`src/rtl/alu_seq.sv`:
```
// rtl/alu_seq.sv - sequential ALU with IDLE/BUSY/DONE handshake; define ALU_SEQ_MUL_EN to build the shift-add multiplier.
module alu_seq #(
    parameter int WIDTH = 32
) (
    input  logic             clk,
    input  logic             reset,
    input  logic [WIDTH-1:0] a,
    input  logic [WIDTH-1:0] b,
    input  logic [3:0]       func,
    input  logic             in_valid,
    output logic             in_ready,
    output logic [WIDTH-1:0] out,
    output logic             zero_flag,
    output logic             ovf_flag,
    output logic             err_flag,
    output logic             out_valid,
    input  logic             out_ready
);

    localparam int SH = $clog2(WIDTH);

    localparam logic [1:0] IDLE = 2'd0;
`ifdef ALU_SEQ_MUL_EN
    localparam logic [1:0] BUSY = 2'd1;
`endif
    localparam logic [1:0] DONE = 2'd2;

    logic [1:0]       state;
    logic [WIDTH-1:0] res;
    logic             res_ovf;
    logic             res_err;
    logic [WIDTH-1:0] sum;
    logic [WIDTH-1:0] diff;
    logic [SH-1:0]    shamt;
    logic signed [WIDTH-1:0] sra_res;

    assign sum      = a + b;
    assign diff     = a - b;
    assign shamt    = b[SH-1:0];
    assign sra_res  = $signed(a) >>> shamt;
    assign in_ready  = (state == IDLE);
    assign out_valid = (state == DONE);

    // Single-cycle ops; func 11 lands in default and only reaches here when MUL is not built.
    always_comb begin
        res     = '0;
        res_ovf = 1'b0;
        res_err = 1'b0;
        case (func)
            4'd0: begin
                res     = sum;
                res_ovf = (a[WIDTH-1] == b[WIDTH-1]) && (sum[WIDTH-1] != a[WIDTH-1]);
            end
            4'd1: begin
                res     = diff;
                res_ovf = (a[WIDTH-1] != b[WIDTH-1]) && (diff[WIDTH-1] != a[WIDTH-1]);
            end
            4'd2:    res = a & b;
            4'd3:    res = a | b;
            4'd4:    res = ~(a | b);
            4'd5:    res = WIDTH'(a < b);
            4'd6:    res = WIDTH'($signed(a) < $signed(b));
            4'd7:    res = a ^ b;
            4'd8:    res = a << shamt;
            4'd9:    res = a >> shamt;
            4'd10:   res = sra_res;
            default: res_err = 1'b1;
        endcase
    end

`ifdef ALU_SEQ_MUL_EN
    localparam logic [SH-1:0] LAST_STEP = SH'(WIDTH - 1);

    logic [WIDTH-1:0] mcand;
    logic [WIDTH-1:0] mplier;
    logic [WIDTH-1:0] acc;
    logic [WIDTH-1:0] acc_next;
    logic [SH-1:0]    step;

    assign acc_next = mplier[0] ? (acc + mcand) : acc;
`endif

    always_ff @(posedge clk) begin
        if (reset) begin
            state     <= IDLE;
            out       <= '0;
            zero_flag <= 1'b0;
            ovf_flag  <= 1'b0;
            err_flag  <= 1'b0;
`ifdef ALU_SEQ_MUL_EN
            mcand     <= '0;
            mplier    <= '0;
            acc       <= '0;
            step      <= '0;
`endif
        end else begin
            case (state)
                IDLE: begin
                    if (in_valid) begin
`ifdef ALU_SEQ_MUL_EN
                        if (func == 4'd11) begin
                            mcand  <= a;
                            mplier <= b;
                            acc    <= '0;
                            step   <= '0;
                            state  <= BUSY;
                        end else begin
`else
                        begin
`endif
                            out       <= res;
                            zero_flag <= (res == '0);
                            ovf_flag  <= res_ovf;
                            err_flag  <= res_err;
                            state     <= DONE;
                        end
                    end
                end
`ifdef ALU_SEQ_MUL_EN
                BUSY: begin
                    acc    <= acc_next;
                    mcand  <= mcand << 1;
                    mplier <= mplier >> 1;
                    step   <= step + 1'b1;
                    // The last step writes the result directly so DONE follows the final add.
                    if (step == LAST_STEP) begin
                        out       <= acc_next;
                        zero_flag <= (acc_next == '0);
                        ovf_flag  <= 1'b0;
                        err_flag  <= 1'b0;
                        state     <= DONE;
                    end
                end
`endif
                DONE: begin
                    if (out_ready) begin
                        state <= IDLE;
                    end
                end
                default: state <= IDLE;
            endcase
        end
    end

endmodule
```
`config.mk`:
```
export PLATFORM = sky130hd
export DESIGN_NAME = alu_seq
export DESIGN_NICKNAME = d
export VERILOG_FILES = /design/src/rtl/alu_seq.sv
export SDC_FILE = /design/constraint.sdc
export NUM_CORES = 1
export LEC_CHECK = 0
export ABC_AREA = 1
export CAP_MARGIN = 10
export CELL_PAD_IN_SITES_DETAIL_PLACEMENT = 1
export CELL_PAD_IN_SITES_GLOBAL_PLACEMENT = 2
export CORE_MARGIN = 3
export CORE_UTILIZATION = 32
export DETAILED_ROUTE_END_ITERATION = 8
export PLACE_DENSITY_LB_ADDON = 0.15
export SYNTH_ARGS = -nofsm -noshare
export SYNTH_HDL_FRONTEND = slang
export SYNTH_SLANG_ARGS = --single-unit
```
`constraint.sdc`:
```
create_clock -name clk -period 4.2 [get_ports clk]
set_input_delay 0.42 -clock clk [delete_from_list [all_inputs] [get_ports clk]]
set_output_delay 0.42 -clock clk [all_outputs]
set_load 0.02 [all_outputs]
```
==> impl_metrics.py, run 1 <==
metrics = {
    "timing": {
        "timing.final.setup_violations": 0,
        "post-route-min-period_ns": 4.008,
        "worst_hold_margin_ns": 0.4808,
        "timing_worst_slew_pin_value_ns": 0.9002,
        "fmax_mhz": 249.5,
        "min_period_over_period_pct": 95.43,
        "totalNegativeSetupSlack_ns": 0,
        "skew_ns": 0.005853,
        "grt_setup_unrepaired": "false",
        "maxSlewHeadroom_pct": 39.99,
        "number_of_max_slew_violations_in_the_final_report": 0,
        "worst_slack_ns": 0.1918,
        "hold_violations": 0,
    },
    "die": {
        "floorplan.initialDensity_pct": 32.72,
        "die_w_um": 197.6,
        "design.core.area_um2": 35910,
        "dieHeight_um": 197.6,
        "floorplan.rows": 69,
        "dieArea_um2": 39060,
        "num_io_pins": 109,
    },
    "worst_setup_path": {
        "timing.critical_path.fanout_max": 9,
        "critical-path-slowest-cell": "clkdlybuf4s50_1",
        "worst-endpoint-arrival_ns": 4.24,
        "r2r_start": "state[1]$_SDFFE_PP0P_",
        "number_of_buffer_and_inverter_instances_along_the_worst_setup_path": 3,
        "worst_ep_required_time_ns": 4.43,
        "startpoint": "a[7]",
        "critical-path-max-stage-delay_ns": 0.65,
        "cp_common_cell": "nand2_1",
        "cp_top_family": "simple AND/OR/NAND/NOR gates",
        "worstSetupStartpointType": "primary input",
        "setup.worst_path.end_class": "register",
        "worstSetupPathType": "primary input to register",
        "path_cells": "clkdlybuf4s50_1 > inv_1 > ha_1 > inv_1 > nand2_1 > nor2_1 > nand4_1 > nand3_1 > nand2_1 > nand3_1 > nand3_1 > a21oi_1 > nand2_1 > nor2_1 > nand2_1 > nor2_1 > nand2_1 > a21oi_2",
    },
    "place": {
        "detailedPlace.worstSlack_ns": 0.04576,
        "gp_routability_congestion": 0.9999,
        "numPlacedInstances": 2872,
        "dp_hpwl_um": 60230,
        "placed_cell_area_um2": 13640,
        "placement.io_buffers": 108,
    },
    "pwr": {
        "power_report.internal_total_mw": 1.345,
        "netSwitchingFraction_pct": 51.92,
        "comb_power_share_pct": 65.7,
        "worst_ir_drop_vdd_uv": 192.8,
        "pwr-share-clk_pct": 20.4,
        "share_seq_of_total_power_pct": 13.8,
        "power.density_nw_per_um2": 201.9,
        "power_switching_mw": 1.453,
        "fin_total_pwr_mw": 2.798,
        "leakage_nw": 7.359,
    },
    "finish": {
        "final_core_util_pct": 38.60,
        "antennaDiodeCount": 0,
        "finish.cell_count_without_fillers": 2880,
        "final_design_area_no_fill_um2": 13860,
        "share_of_cells_above_drive_strength_1_pct": 7.937,
        "layout-area-overhead-vs-synth_pct": 17.95,
        "nNetsFinal": 2590,
    },
    "global_routing": {
        "grt_pass1_vias": 16200,
        "global_route.usage.total_pct": 35.69,
        "antenna_found_initial": 0,
        "grt_first_pass_wirelength_um": 104300,
        "pin_count_of_the_biggest_net_entering_global_routing": 66,
        "grt.overflow.total": 0,
    },
    "detailed_routing": {
        "highest_layer": "met4",
        "vias": 16450,
        "dr.first_iter.drc_count": 1554,
        "post_drt_wl_per_cell_um": 24.89,
        "ant_nets": 0,
        "met3WireLength_um": 4623,
        "route.detailed.vias_per_inst": 5.713,
        "wl_met1_um": 33460,
        "wl_met2_um": 31570,
        "drcViolationCount": 0,
        "drtPass1Iterations": 5,
        "totalWireLength_um": 71670,
    },
    "clock_tree": {
        "tritoncts_num_sinks": 36,
        "post_cts_resized": 0,
        "cts_max_level": 2,
        "cts_setup_buffers": 0,
        "cts-buffers-inserted": 5,
        "clk_path_buf_depth": 2,
        "cts-hold-fix-buffers": 0,
        "clk_root_buffer_cell": "clkbuf_16",
        "tritoncts": "yes",
        "clock_latency_reported_for_the_late_side_of_the_worst_skew_pair_ns": 0.30,
        "path_clk_slew_ns": 0.07,
    },
    "yosys": {
        "synthCells": 2301,
        "async_flop_share_pct": 0,
        "synth_top_flop_cell": "dfxtp_1",
        "post_synth_instance_area_um2": 11750,
        "synth-warning-count": 0,
        "seq_area_frac_synth_pct": 6.132,
        "synth.net_count": 2473,
        "synth-edff-count": 0,
        "post_synth.cell_area_avg_um2": 5.108,
        "post_synth_num_cell_types": 45,
        "synth_seq_cells": 36,
    },
    "hold_path": {
        "min_from": "err_flag$_SDFFE_PP0P_",
        "min-delay-path-class": "register to register",
    },
    "run": {
        "cap_viol_max_count": 0,
    },
    "run_status": {
        "result_of_the_run": "complete, no violations",
    },
}
[power groups by stage]
stage / combinational (mW) / clock (mW) / sequential (mW)
floorplan: 0.990 / 0 / 0.427
global placement: 1.77 / 0 / 0.393
detailed placement: 1.79 / 0 / 0.394
CTS: 1.79 / 0.576 / 0.387
global route: 1.98 / 0.591 / 0.389
finish: 1.84 / 0.572 / 0.387
[layout by cell type (no fill, tap or decap), types with 11 or more instances in the layout]
cell type / netlist / final
nand2_1: 693 / 693
nand3_1: 452 / 452
inv_1: 277 / 276
nor2_1: 238 / 238
clkdlybuf4s50_1: 0 / 105
buf_4: 14 / 104
ha_1: 98 / 98
a21oi_1: 84 / 84
o21ai_0: 83 / 83
nand4_1: 37 / 37
dfxtp_1: 36 / 36
nor3_1: 28 / 28
nand2_2: 27 / 27
o211ai_1: 18 / 18
o22ai_1: 14 / 14
nor2_2: 13 / 13
o21ai_1: 12 / 12
inv_2: 10 / 11
[worst min-delay path, stage by stage (launching register included)]
cell and delay (ns):
dfxtp_1 0.31, nand2_1 0.06, a21oi_1 0.06
[final cells by class]
type	count	area, µm²
Clock inverter	3	90.09
Tap cell	461	576.8
Multi-Input combinational cell	1870	9349
Fill cell	5178	22050
Inverter	290	1094
Clock buffer	5	125.1
Sequential cell	36	720.7
Timing Repair Buffer	215	1907
[registers in the layout, indices dropped and copies added (netlist names)]
signal	cells
err_flag	1
out	32
ovf_flag	1
state	1
zero_flag	1
[routing by layer]
metal | GRT usage [%] | vias to the layer above
met3 | 4.111 | 88
met1 | 51.64 | 8082
met2 | 56.70 | 586
met4 | 8.336 | 0
met5 | 0 | -
li1 | - | 7696
[kinds of logic after synthesis]
| kind of cell | after synthesis | share of synthesized area [%] |
|---|---|---|
| simple gates | 1522 | 56.71 |
| xor+xnor | 3 | 0.2236 |
| mux | 3 | 0.2555 |
| fa+ha+maj | 100 | 10.77 |
| buf+inv | 395 | 14.35 |
| flops | 36 | 6.132 |
| compound gates | 242 | 11.55 |
[final timing paths]
check | slack, ns | to | depth (start not counted)
worst max-delay path | 0.19 | zero_flag$_SDFFE_PP0P_ | 18
worst min-delay path | 0.48 | err_flag$_SDFFE_PP0P_ | 2
worst max register to register | 1.76 | zero_flag$_SDFFE_PP0P_ | 14
worst min register to register | 0.48 | err_flag$_SDFFE_PP0P_ | 2
[synth_stat cells (all sizes together), types with 9 or more instances]
master	n	share of area [%]
a21oi	86	3.7
buf	87	4.5
clkbuf	18	0.57
dfxtp	36	6.1
ha	98	10
inv	289	9.3
nand2	725	24
nand3	461	20
nand3b	9	0.57
nand4	37	2.0
nor2	251	8.3
nor3	29	1.3
o211ai	18	1.1
o21ai	96	4.1
o21bai	10	0.64
o22ai	14	0.75
Note: power is estimated with default switching activity, not from simulation.
==> run 2, diff against run 1 <==
- CORE_ASPECT_RATIO: default -> 0.7
- RECOVER_POWER: default -> 50
==> impl_metrics.py, run 2 (same netlist as run 1, synthesis figures left out) <==
metrics = {
    "global_routing": {
        "global_route.usage.total_pct": 34.70,
        "grt_pass1_vias": 15810,
        "grt.overflow.total": 0,
        "grt_first_pass_wirelength_um": 103700,
        "antenna_found_initial": 1,
        "pin_count_of_the_biggest_net_entering_global_routing": 70,
    },
    "worst_setup_path": {
        "worstSetupPathType": "primary input to register",
        "worstReg2RegEnd": "zero_flag$_SDFFE_PP0P_",
        "r2r_start": "state[1]$_SDFFE_PP0P_",
        "startpoint": "a[7]",
        "crit_path_end": "zero_flag$_SDFFE_PP0P_",
        "worst-endpoint-arrival_ns": 4.11,
        "worstSetupStartpointType": "primary input",
        "reg2reg_depth": 14,
        "timing.critical_path.fanout_max": 9,
        "worst_ep_required_time_ns": 4.43,
        "setup.worst_path.end_class": "register",
        "timing.reg2reg.setup_slack_ns": 1.73,
    },
    "timing": {
        "post-route-min-period_ns": 3.886,
        "worst_hold_margin_ns": 0.4705,
        "fmax_mhz": 257.3,
        "timing_worst_slew_pin_value_ns": 0.8540,
        "timing.final.setup_violations": 0,
        "min_period_over_period_pct": 92.52,
        "skew_ns": 0.004121,
        "number_of_max_slew_violations_in_the_final_report": 0,
        "hold_violations": 0,
        "maxSlewHeadroom_pct": 43.01,
        "grt_setup_unrepaired": "false",
    },
    "detailed_routing": {
        "totalWireLength_um": 70900,
        "drtPass1Iterations": 5,
        "vias": 16460,
        "drcViolationCount": 0,
        "post_drt_wl_per_cell_um": 24.52,
        "ant_nets": 0,
        "dr.first_iter.drc_count": 2033,
        "route.detailed.vias_per_inst": 5.694,
    },
    "die": {
        "floorplan.rows": 58,
        "dieArea_um2": 39100,
        "floorplan.initialDensity_pct": 32.59,
        "design.core.area_um2": 36070,
        "dieHeight_um": 166.3,
        "die_w_um": 235.1,
        "num_io_pins": 109,
    },
    "finish": {
        "antennaDiodeCount": 0,
        "final_core_util_pct": 38.17,
        "final_common_cell": "nand2_1",
        "layout-area-overhead-vs-synth_pct": 17.14,
        "regMostFlops": "out",
        "largest_register_ffs": 32,
        "share_of_cells_above_drive_strength_1_pct": 7.632,
        "nNetsFinal": 2582,
        "finish.cell_count_without_fillers": 2891,
        "layout_common_cells": "693 x nand2_1, 452 x nand3_1, 276 x inv_1, 238 x nor2_1, 98 x ha_1",
    },
    "run_status": {
        "result_of_the_run": "complete, no violations",
    },
    "place": {
        "dp_hpwl_um": 59720,
        "placement.io_buffers": 108,
        "numPlacedInstances": 2883,
        "gp_routability_congestion": 1.028,
    },
    "clock_tree": {
        "tritoncts": "yes",
        "clock_latency_reported_for_the_late_side_of_the_worst_skew_pair_ns": 0.29,
        "cts_max_level": 2,
        "path_clk_slew_ns": 0.06,
        "clk_path_buf_depth": 2,
        "tritoncts_num_sinks": 36,
        "cts-buffers-inserted": 5,
        "clk_root_buffer_cell": "clkbuf_16",
        "cts-hold-fix-buffers": 0,
    },
    "pwr": {
        "leakage_nw": 7.375,
        "power.density_nw_per_um2": 187.6,
        "worst_ir_drop_vdd_uv": 118.9,
        "fin_total_pwr_mw": 2.583,
    },
    "run": {
        "cap_viol_max_count": 0,
    },
    "hold_path": {
        "min-delay-path-class": "register to register",
    },
}
-- run 2: changes by cell type in the layout (fill, tap and decap cells not counted), moves of 2 or more --
cell	delta
bufinv_16	-3
buf_4	-9
clkdlybuf4s50_1	-36
clkinv_2	+2
dlygate4sd3_1	+36
-- run 2: through the flow --
stage | worst slack, ns | area (µm²) | TNS, ns
finish | 0.3140 | 13770 | 0
global route | 0.1101 | 13770 | 0
CTS | 0.2037 | 13760 | 0
detailed placement | -0.09037 | 13620 | -0.09037
global placement | -0.1236 | 13620 | -0.1236
floorplan | 1.352 | 11750 | 0
-- run 2: report_power, final --
group / switching, mW / internal, mW
logic: 1.27 / 0.554
registers: 0.0167 / 0.371
clock network: 0.157 / 0.219
-- run 2: what timing repair did --
item	in CTS	in global routing
setup buffers	0	0
setup endpoints to repair	0	1
gates resized for setup	0	2
hold endpoints to repair	0	0
-- run 2: how the worst min path moves through the flow --
stage	startpoint	endpoint	slack, ns	cells past startpoint
2_1_floorplan	err_flag$_SDFFE_PP0P_	err_flag$_SDFFE_PP0P_	0.54	2
3_3_place_gp	err_flag$_SDFFE_PP0P_	err_flag$_SDFFE_PP0P_	0.46	2
3_5_place_dp	err_flag$_SDFFE_PP0P_	err_flag$_SDFFE_PP0P_	0.46	2
4_1_cts	err_flag$_SDFFE_PP0P_	err_flag$_SDFFE_PP0P_	0.47	2
5_1_grt	err_flag$_SDFFE_PP0P_	err_flag$_SDFFE_PP0P_	0.51	2
6_report	err_flag$_SDFFE_PP0P_	err_flag$_SDFFE_PP0P_	0.47	2
-- run 2: layout make-up --
| cell class | instances | area (µm²) |
|---|---|---|
| fill | 5144 | 22300 |
| multi-input combinational | 1870 | 9349 |
| timing repair buffer | 207 | 1859 |
| inverter | 290 | 1094 |
| sequential | 36 | 720.7 |
| tap | 480 | 600.6 |
| clock buffer | 5 | 125.1 |
| clock inverter | 3 | 18.77 |
-- run 2: layer usage --
metal | GRT usage (%) | share of wire, %
met5 | 0 | 0.013
met4 | 9.147 | 3.0
met3 | 5.129 | 8.7
met2 | 51.89 | 41
met1 | 51.54 | 48
-- run 2: worst max-delay path, cell delays in order --
cell	delay, ns
clkdlybuf4s50_1	0.62
inv_1	0.17
ha_1	0.47
inv_1	0.23
nand2_1	0.10
nor2_1	0.24
nand4_1	0.23
nand3_1	0.27
nand2_1	0.10
nand3_1	0.10
nand3_1	0.25
a21oi_2	0.31
nand2_1	0.10
nor2_1	0.11
nand2_1	0.10
nor2_1	0.11
nand2_1	0.07
a21oi_2	0.10
==> run 3, diff against run 2 <==
- CAP_MARGIN: 10 -> 25
==> results of run 3 <==
Final layout, timing and power as in run 2 (identical DEF).
